--- src/rtl/word_byte_pkg.sv ---
// Shared definitions for the word-to-byte narrowing path.
// Holds the datapath/byte widths, the derived byte count per word and the
// mode and FSM state encodings used by word_byte_splitter.
package word_byte_pkg;

  localparam int unsigned WORD_W    = 20;
  localparam int unsigned BYTE_W    = 8;
  localparam int unsigned NUM_BYTES = (WORD_W + BYTE_W - 1) / BYTE_W;

  typedef enum logic {
    MODE_NARROW = 1'b0,
    MODE_SPLIT  = 1'b1
  } mode_e;

  typedef enum logic [1:0] {
    ST_IDLE = 2'd0,
    ST_B0   = 2'd1,
    ST_B1   = 2'd2,
    ST_B2   = 2'd3
  } state_e;

endpackage

--- src/rtl/sat_counter.sv ---
// Saturating up-counter for status/diagnostic counts.
// Ports:
//   clk    rising-edge clock
//   rst_n  synchronous active-low reset, clears the count
//   inc    increment by one this cycle (ignored once saturated)
//   count  current count, sticks at all-ones
module sat_counter #(
  parameter int unsigned CNT_W = 8
) (
  input  logic             clk,
  input  logic             rst_n,
  input  logic             inc,
  output logic [CNT_W-1:0] count
);

  logic [CNT_W-1:0] count_q, count_d;

  always_comb begin
    count_d = count_q;
    if (inc && !(&count_q)) begin
      count_d = count_q + 1'b1;
    end
  end

  always_ff @(posedge clk) begin
    if (!rst_n) begin
      count_q <= '0;
    end else begin
      count_q <= count_d;
    end
  end

  assign count = count_q;

endmodule

--- src/rtl/word_byte_splitter.sv ---
// Returns datapath words to byte width for byte-wide consumers.
// NARROW mode emits the low byte with an overflow flag when the dropped upper
// bits are non-zero; SPLIT mode serialises the word LSB-first into 3 bytes.
// Ports:
//   clk, rst_n           clock, synchronous active-low reset
//   in_word/in_mode      word and mode, taken on in_valid && in_ready
//   in_valid/in_ready    input handshake; in_ready only in IDLE
//   out_byte/out_last    current byte, final-byte marker
//   out_ovf              NARROW overflow flag (never set in SPLIT)
//   out_valid/out_ready  output handshake
//   ovf_count            saturating count of overflowing NARROW words
module word_byte_splitter
  import word_byte_pkg::*;
#(
  parameter int unsigned WORD_W = word_byte_pkg::WORD_W,
  parameter int unsigned BYTE_W = word_byte_pkg::BYTE_W,
  parameter int unsigned CNT_W  = 8
) (
  input  logic              clk,
  input  logic              rst_n,
  input  logic [WORD_W-1:0] in_word,
  input  logic              in_mode,
  input  logic              in_valid,
  output logic              in_ready,
  output logic [BYTE_W-1:0] out_byte,
  output logic              out_last,
  output logic              out_ovf,
  output logic              out_valid,
  input  logic              out_ready,
  output logic [CNT_W-1:0]  ovf_count
);

  state_e              state_q, state_d;
  mode_e               mode_q, mode_d;
  logic [WORD_W-1:0]   shift_q, shift_d;
  logic [BYTE_W-1:0]   byte_q, byte_d;
  logic                last_q, last_d;
  logic                ovf_q, ovf_d;
  logic                ovf_inc;
  logic                upper_nz;
  logic [WORD_W-1:0]   shifted;

  // Non-zero upper bits are what zero-extension could not have produced.
  assign upper_nz = |in_word[WORD_W-1:BYTE_W];
  // Shifting right zero-fills, which gives the padded top byte for free.
  assign shifted  = shift_q >> BYTE_W;

  always_comb begin
    state_d = state_q;
    mode_d  = mode_q;
    shift_d = shift_q;
    byte_d  = byte_q;
    last_d  = last_q;
    ovf_d   = ovf_q;
    ovf_inc = 1'b0;

    case (state_q)
      ST_IDLE: begin
        if (in_valid) begin
          state_d = ST_B0;
          mode_d  = mode_e'(in_mode);
          shift_d = in_word;
          byte_d  = in_word[BYTE_W-1:0];
          if (mode_e'(in_mode) == MODE_NARROW) begin
            last_d  = 1'b1;
            ovf_d   = upper_nz;
            ovf_inc = upper_nz;
          end else begin
            last_d = 1'b0;
            ovf_d  = 1'b0;
          end
        end
      end
      ST_B0: begin
        if (out_ready) begin
          if (mode_q == MODE_NARROW) begin
            state_d = ST_IDLE;
            byte_d  = '0;
            last_d  = 1'b0;
            ovf_d   = 1'b0;
          end else begin
            state_d = ST_B1;
            shift_d = shifted;
            byte_d  = shifted[BYTE_W-1:0];
            last_d  = 1'b0;
          end
        end
      end
      ST_B1: begin
        if (out_ready) begin
          state_d = ST_B2;
          shift_d = shifted;
          byte_d  = shifted[BYTE_W-1:0];
          last_d  = 1'b1;
        end
      end
      ST_B2: begin
        if (out_ready) begin
          state_d = ST_IDLE;
          byte_d  = '0;
          last_d  = 1'b0;
          ovf_d   = 1'b0;
        end
      end
      default: begin
        state_d = ST_IDLE;
      end
    endcase
  end

  always_ff @(posedge clk) begin
    if (!rst_n) begin
      state_q <= ST_IDLE;
      mode_q  <= MODE_NARROW;
      shift_q <= '0;
      byte_q  <= '0;
      last_q  <= 1'b0;
      ovf_q   <= 1'b0;
    end else begin
      state_q <= state_d;
      mode_q  <= mode_d;
      shift_q <= shift_d;
      byte_q  <= byte_d;
      last_q  <= last_d;
      ovf_q   <= ovf_d;
    end
  end

  sat_counter #(
    .CNT_W (CNT_W)
  ) u_ovf_counter (
    .clk   (clk),
    .rst_n (rst_n),
    .inc   (ovf_inc),
    .count (ovf_count)
  );

  assign in_ready  = (state_q == ST_IDLE);
  assign out_valid = (state_q != ST_IDLE);
  assign out_byte  = byte_q;
  assign out_last  = last_q;
  assign out_ovf   = ovf_q;

endmodule

--- config.mk ---
export PLATFORM = sky130hd
export DESIGN_NAME = word_byte_splitter
export DESIGN_NICKNAME = d
export VERILOG_FILES = /design/src/rtl/word_byte_pkg.sv /design/src/rtl/sat_counter.sv /design/src/rtl/word_byte_splitter.sv
export SDC_FILE = /design/constraint.sdc
export NUM_CORES = 1
export LEC_CHECK = 0
export ABC_AREA = 1
export ABC_CLOCK_PERIOD_IN_PS = 3000
export BUFFER_PORTS_ARGS = -buffer_cell sky130_fd_sc_hd__buf_4
export CORE_MARGIN = 3
export CORE_UTILIZATION = 55
export DETAILED_ROUTE_END_ITERATION = 10
export GPL_TIMING_DRIVEN = 0
export HOLD_SLACK_MARGIN = 0.12
export PLACE_DENSITY = 0.9
export REMOVE_ABC_BUFFERS = 1
export SLEW_MARGIN = 30
export SYNTH_ARGS = -nofsm -noshare
export SYNTH_HDL_FRONTEND = slang
export SYNTH_SLANG_ARGS = --single-unit
--- constraint.sdc ---
create_clock -name clk -period 3 [get_ports clk]
set_input_delay 0.3 -clock clk [delete_from_list [all_inputs] [get_ports clk]]
set_output_delay 0.3 -clock clk [all_outputs]
set_load 0.005 [all_outputs]
==> results of run 1 <==
stage by stage:
stage | hold slack, ps | utilization [%] | setup slack (ps) | cell area (um2) | std cells
5_1_grt | 233 | 73.4 | 433 | 2060 | 315
3_3_place_gp | 453 | 70.9 | 772 | 1990 | 307
6_report | 229 | 73.4 | 709 | 2060 | 315
3_5_place_dp | 458 | 70.9 | 763 | 1990 | 307
4_1_cts | 225 | 73.4 | 728 | 2060 | 315
2_1_floorplan | 436 | - | 1200 | 1620 | 232
kinds of logic (layout without fill, tap and decap cells):
| kind of cell | after synthesis | in the layout | share of synthesized area (%) |
|---|---|---|---|
| adder cells (fa/ha/maj) | 5 | 5 | 3.77 |
| AND/OR/NAND/NOR | 117 | 117 | 31.9 |
| XOR/XNOR | 1 | 1 | 0.528 |
| AO/OA/AOI/OAI | 58 | 58 | 17.5 |
| flip-flops | 33 | 33 | 39.8 |
| buffers and inverters | 26 | 70 | 6.41 |
metal layers:
| metal | vias up | global-route usage, % | part of all wire, % |
|---|---|---|---|
| met5 | - | 0 | 0 |
| li1 | 887 | - | - |
| met2 | 64 | 40.0 | 50 |
| met3 | 6 | 5.74 | 6.0 |
| met1 | 788 | 27.8 | 43 |
| met4 | 0 | 10.5 | 1.3 |
power breakdown:
group | internal (mW) | total, mW | switching (mW)
logic | 0.312 | 0.835 | 0.523
registers | 0.575 | 0.653 | 0.0776
clock network | 0.136 | 0.288 | 0.152
total | 1.02 | 1.78 | 0.753
synth_stat cells:
| cell | n | area share (%) |
|---|---|---|
| nor2_1 | 26 | 5.9 |
| a21oi_1 | 38 | 11 |
| nor2_2 | 1 | 0.38 |
| nor3_4 | 1 | 0.98 |
| clkinv_1 | 1 | 0.23 |
| nor3b_1 | 1 | 0.45 |
| nand3_2 | 1 | 0.60 |
| nor3_1 | 1 | 0.30 |
| o21ai_1 | 2 | 0.60 |
| nand2_1 | 56 | 13 |
| inv_1 | 15 | 3.4 |
| dfxtp_1 | 33 | 40 |
| nand3b_1 | 1 | 0.45 |
| clkbuf_1 | 5 | 1.1 |
| and2_1 | 1 | 0.38 |
| ha_1 | 5 | 3.8 |
| nand4_1 | 8 | 3.0 |
| buf_2 | 1 | 0.30 |
| nand3_4 | 1 | 1.1 |
| nand3_1 | 19 | 5.7 |
| o21ai_0 | 18 | 5.4 |
| xor2_1 | 1 | 0.53 |
| buf_4 | 2 | 0.91 |
| inv_2 | 2 | 0.45 |
critical path, stage by stage, from the launching register on:
cell and delay (ps):
dfxtp_1 410, inv_1 90, ha_1 390, nand2_1 160, o21ai_1 100, nor2_1 560
inv_2 220, a21oi_1 180, a21oi_1 80
flip-flops by register name, summed over array words and instances (netlist names), named ones only:
| register | count |
|---|---|
| shift_q | 12 |
| state_q | 1 |
| out_last | 1 |
| out_ovf | 1 |
| u_ovf_counter.count | 8 |
| mode_q | 1 |
| out_byte | 8 |
cell type report:
| cell class | instances | area (um2) |
|---|---|---|
| Multi-Input combinational cell | 181 | 891 |
| Fill cell | 245 | 747 |
| Sequential cell | 33 | 661 |
| Timing Repair Buffer | 44 | 330 |
| Inverter | 18 | 67.6 |
| Clock buffer | 7 | 65.1 |
| Tap cell | 31 | 38.8 |
| Clock inverter | 1 | 5.00 |
worst max path at each step:
stage	to	slack (ps)	cells after the start
global placement	out_byte[6]$_SDFFE_PN0P_	770	8
floorplan	out_byte[0]$_SDFFE_PN0P_	1200	8
CTS	out_byte[0]$_SDFFE_PN0P_	730	8
finish	out_byte[0]$_SDFFE_PN0P_	710	8
detailed placement	shift_q[12]$_SDFFE_PN0P_	760	9
global route	out_byte[6]$_SDFFE_PN0P_	430	8
==> impl_metrics.csv, run 1 <==
group,metric,value,unit
status,outcome,"finished clean",
global_routing,gr-total-overflow,0,
floorplan,floorplan.die.width,60.9,um
drt,wirelength,3940,um
finish,layout_common_cells,"56 x nand2_1, 44 x buf_4, 38 x a21oi_1, 33 x dfxtp_1, 26 x nor2_1",
logic_synthesis,avgSynthCellArea,6.91,um2
min_path,min-delay-start,"in_word[2]",
floorplan,coreArea,0.00281,mm2
critical_path,setup.worst_path.start_class,"flip-flop",
critical_path,end_kind,"flip-flop",
drt,vias,1745,
placement,detailed_place_hpwl,2860,um
critical_path,timing.reg2reg.setup_slack,710,ps
timing,hold_viol,0,
finish,area_growth,24.2,%
placement,io_buffers,44,
clocking,cts_buffers,5,
clocking,cts_root_buffer,"clkbuf_4",
global_routing,grt_max_degree,19,
timing,drv_slew,0,
timing,fin_crit_sh,76.4,%
clocking,post_cts_resized,0,
global_routing,grt_first_pass_wirelength,6590,um
finish,antennaDiodeCount,0,
min_path,hold_depth,3,
clocking,clock_path_buffers,2,
clocking,clk_pin_slew,100,ps
logic_synthesis,ys.warnings.count,0,
drt,drt_first_pass_iters,4,
global_routing,antenna_found_initial,0,
logic_synthesis,synth-seq-area-share,39.8,%
pwr,report.power.total,1.78,mW
drt,viasPerCell,5.54,
run,drv_cap,0,
finish,nets,313,
critical_path,r2r-start,"state_q[0]$_SDFFE_PN0P_",
clocking,cts_hold_buf,0,
pwr,pwr_density_cell,863,mW/mm2
critical_path,cp.required,3230,ps
clocking,clock_latency,330,ps
floorplan,rows,19,
logic_synthesis,syn-cell-area,0.00166,mm2
global_routing,grt_pass1_vias,1608,
global_routing,grt_util_all_layers,23.5,%
clocking,htree_levels,2,
finish,drive_above_1_share,20.4,%
timing,worst_pin_slew,716,ps
critical_path,crit_start,"state_q[0]$_SDFFE_PN0P_",
clocking,cts.sinks,33,
min_path,hold_end,"out_byte[2]$_SDFFE_PN0P_",
timing,grt_setup_unrepaired,"false",
floorplan,die_h,60.9,um
timing,clock-skew-final,5.99,ps
floorplan,ioPinCount,45,
logic_synthesis,synthDistinctLibCells,24,
drt,ant_nets,0,
logic_synthesis,ys_seq_elements,33,
drt,drc,0,
finish,mostFrequentLayoutCell,"nand2_1",
critical_path,r2r_cells,8,
placement,place.gp.congestion,0.797,
timing,fin_tns_setup,0,ps
timing,fmax,436,MHz
drt,drt-initial-drc-count,100,
timing,relSlewSlack,52.1,%
timing,setup_viol,0,
timing,timing.final.crit_period,2290,ps
clocking,post_cts_buffers,0,
drt,wl_per_cell,12.5,um
pwr,p_leak,0.878,nW
floorplan,die_area,0.00371,mm2
critical_path,reg2reg_to,"out_byte[0]$_SDFFE_PN0P_",
logic_synthesis,syn_inst,240,
min_path,hp-class,"input pin to flip-flop",
clocking,cts_tree,"built",
floorplan,start_util,59.1,%
critical_path,arrival,2520,ps
pwr,ir_drop,0.670,mV
critical_path,critPathMaxFanout,14,
critical_path,crit_type,"flip-flop to flip-flop",
No activity file was read; power rests on OpenSTA's default activity.
==> run 2: changes to the inputs <==
--- a/config.mk
+++ b/config.mk
@@ -6,14 +6,14 @@
 export NUM_CORES = 1
 export LEC_CHECK = 0
 export ABC_AREA = 1
-export ABC_CLOCK_PERIOD_IN_PS = 3000
+export ABC_CLOCK_PERIOD_IN_PS = 2400
 export BUFFER_PORTS_ARGS = -buffer_cell sky130_fd_sc_hd__buf_4
 export CORE_MARGIN = 3
-export CORE_UTILIZATION = 55
+export CORE_UTILIZATION = 51
 export DETAILED_ROUTE_END_ITERATION = 10
 export GPL_TIMING_DRIVEN = 0
 export HOLD_SLACK_MARGIN = 0.12
-export PLACE_DENSITY = 0.9
+export PLACE_DENSITY = 0.85
 export REMOVE_ABC_BUFFERS = 1
 export SLEW_MARGIN = 30
 export SYNTH_ARGS = -nofsm -noshare
==> constraint.sdc (replaced) <==
create_clock -name clk -period 2.4 [get_ports clk]
set_input_delay 0.24 -clock clk [delete_from_list [all_inputs] [get_ports clk]]
set_output_delay 0.24 -clock clk [all_outputs]
set_load 0.005 [all_outputs]
==> impl_metrics.csv, run 2 (synthesized netlist as in run 1, its figures left out) <==
group,metric,value,unit
status,outcome,"finished clean",
timing,grt_setup_unrepaired,"false",
critical_path,r2r_cells,8,
drt,viasPerCell,5.26,
placement,place.gp.congestion,0.830,
clocking,cts_tree,"built",
drt,wirelength,3890,um
finish,seq_area,661,um2
placement,detailed_place_hpwl,2800,um
finish,antennaDiodeCount,0,
floorplan,start_util,53.9,%
drt,wl_per_cell,11.9,um
min_path,hold_depth,3,
finish,mostFrequentLayoutCell,"nand2_1",
floorplan,ioPinCount,45,
min_path,min-delay-start,"in_word[4]",
critical_path,cp.required,2630,ps
placement,io_buffers,44,
min_path,hold_end,"out_byte[4]$_SDFFE_PN0P_",
finish,layout_common_cells,"56 x nand2_1, 44 x buf_4, 38 x a21oi_1, 33 x dfxtp_1, 26 x nor2_1",
critical_path,arrival,2360,ps
critical_path,r2r-start,"state_q[0]$_SDFFE_PN0P_",
finish,largest_register_ff_count,12,
pwr,p_leak,0.881,nW
clocking,clock_latency,330,ps
timing,worst_pin_slew,730,ps
critical_path,reg2reg_to,"out_byte[7]$_SDFFE_PN0P_",
global_routing,gr-total-overflow,0,
clocking,clk_pin_slew,100,ps
clocking,clock_path_buffers,2,
finish,nets,313,
global_routing,grt_pass1_vias,1548,
clocking,htree_levels,2,
finish,multiInputGateArea,893,um2
timing,hold_viol,0,
timing,timing.final.crit_period,2130,ps
finish,largest-register,"shift_q",
clocking,cts.sinks,33,
timing,relSlewSlack,51.1,%
run,drv_cap,0,
timing,clock-skew-final,6.20,ps
floorplan,die_area,0.00397,mm2
drt,vias,1726,
floorplan,floorplan.die.width,63.0,um
timing,fin_tns_setup,0,ps
floorplan,rows,20,
pwr,ir_drop,0.530,mV
global_routing,antenna_found_initial,0,
floorplan,coreArea,0.00308,mm2
drt,drt-initial-drc-count,100,
timing,drv_slew,0,
critical_path,critPathMaxFanout,14,
pwr,pwr_density_cell,1100,mW/mm2
critical_path,end_kind,"flip-flop",
critical_path,setup.worst_path.start_class,"flip-flop",
critical_path,timing.reg2reg.setup_slack,270,ps
clocking,cts_buffers,5,
critical_path,crit_type,"flip-flop to flip-flop",
global_routing,grt_util_all_layers,20.8,%
drt,drt_first_pass_iters,5,
global_routing,grt_first_pass_wirelength,6600,um
timing,fin_crit_sh,88.8,%
clocking,post_cts_buffers,0,
finish,utilization,68.0,%
min_path,hp-class,"input pin to flip-flop",
finish,drive_above_1_share,20.4,%
finish,layout.cells.non_filler,328,
clocking,cts_root_buffer,"clkbuf_4",
timing,setup_viol,0,
finish,area_growth,26.2,%
floorplan,die_h,63.0,um
drt,ant_nets,0,
timing,fmax,469,MHz
finish,n_fill_cell,295,
placement,dp.cells,320,
global_routing,grt_max_degree,19,
drt,drc,0,
run 2: changes by cell type in the layout (fill, tap and decap cells not counted):
| cell | before | now |
|---|---|---|
| bufinv_16 | 0 | 1 |
| clkinv_2 | 1 | 0 |
| clkbuf_1 | 0 | 1 |
| ha_1 | 5 | 4 |
| clkbuf_8 | 2 | 1 |
| ha_2 | 0 | 1 |
run 2: final cells by class:
class | count | area share [%]
Multi-Input combinational cell | 181 | 42.7
Sequential cell | 33 | 31.6
Timing Repair Buffer | 44 | 15.8
Inverter | 18 | 3.23
Clock buffer | 7 | 2.63
Tap cell | 44 | 2.63
Clock inverter | 1 | 1.44
run 2: power by group:
part           total (mW)  leakage, nW  internal [mW]  switching, mW
Sequential          0.820        0.271          0.719          0.101
Combinational        1.04        0.565          0.398          0.644
Clock               0.433       0.0455          0.249          0.185
run 2: through the flow:
step	setup slack, ps	power (mW)	instance area, um2	hold WS, ps
finish	268	2.30	2090	170
global route	10.1	2.51	2090	166
CTS	141	2.30	2090	164
detailed placement	154	1.86	2000	464
global placement	178	1.83	2000	452
floorplan	598	1.48	1620	376
run 2: worst max-delay path by stage:
stage	slack, ps	from	to	cells after the start
final	270	state_q[0]$_SDFFE_PN0P_	out_byte[7]$_SDFFE_PN0P_	8
after CTS	140	state_q[0]$_SDFFE_PN0P_	out_byte[6]$_SDFFE_PN0P_	8
after global routing	10	flip-flop	shift_q[17]$_SDFFE_PN0P_	8
after floorplan	600	state_q[0]$_SDFFE_PN0P_	out_byte[0]$_SDFFE_PN0P_	8
after global placement	180	state_q[0]$_SDFFE_PN0P_	out_byte[7]$_SDFFE_PN0P_	8
after detailed placement	150	state_q[0]$_SDFFE_PN0P_	out_byte[6]$_SDFFE_PN0P_	8
run 2: per-layer routing:
metal | up-vias | GRT usage (%) | wire length [um]
li1 | 895 | - | -
met5 | - | 0 | 0
met1 | 779 | 23.6 | 1740
met4 | 0 | 9.92 | 27
met3 | 2 | 3.96 | 223
met2 | 50 | 37.2 | 1900
run 2: what timing repair did:
item                       4_1_cts  5_1_grt
hold buffers                     0        0
resized for setup                0        1
setup endpoints to repair        0       22
hold endpoints to repair         0        0
run 2: critical path, cell delays in order, from the launching register on:
cell     delay [ps]
dfxtp_1         420
inv_1            90
ha_2            290
nand2_1         120
o21ai_1          80
nor2_1          560
inv_2           210
a21oi_1         180
a21oi_1          80
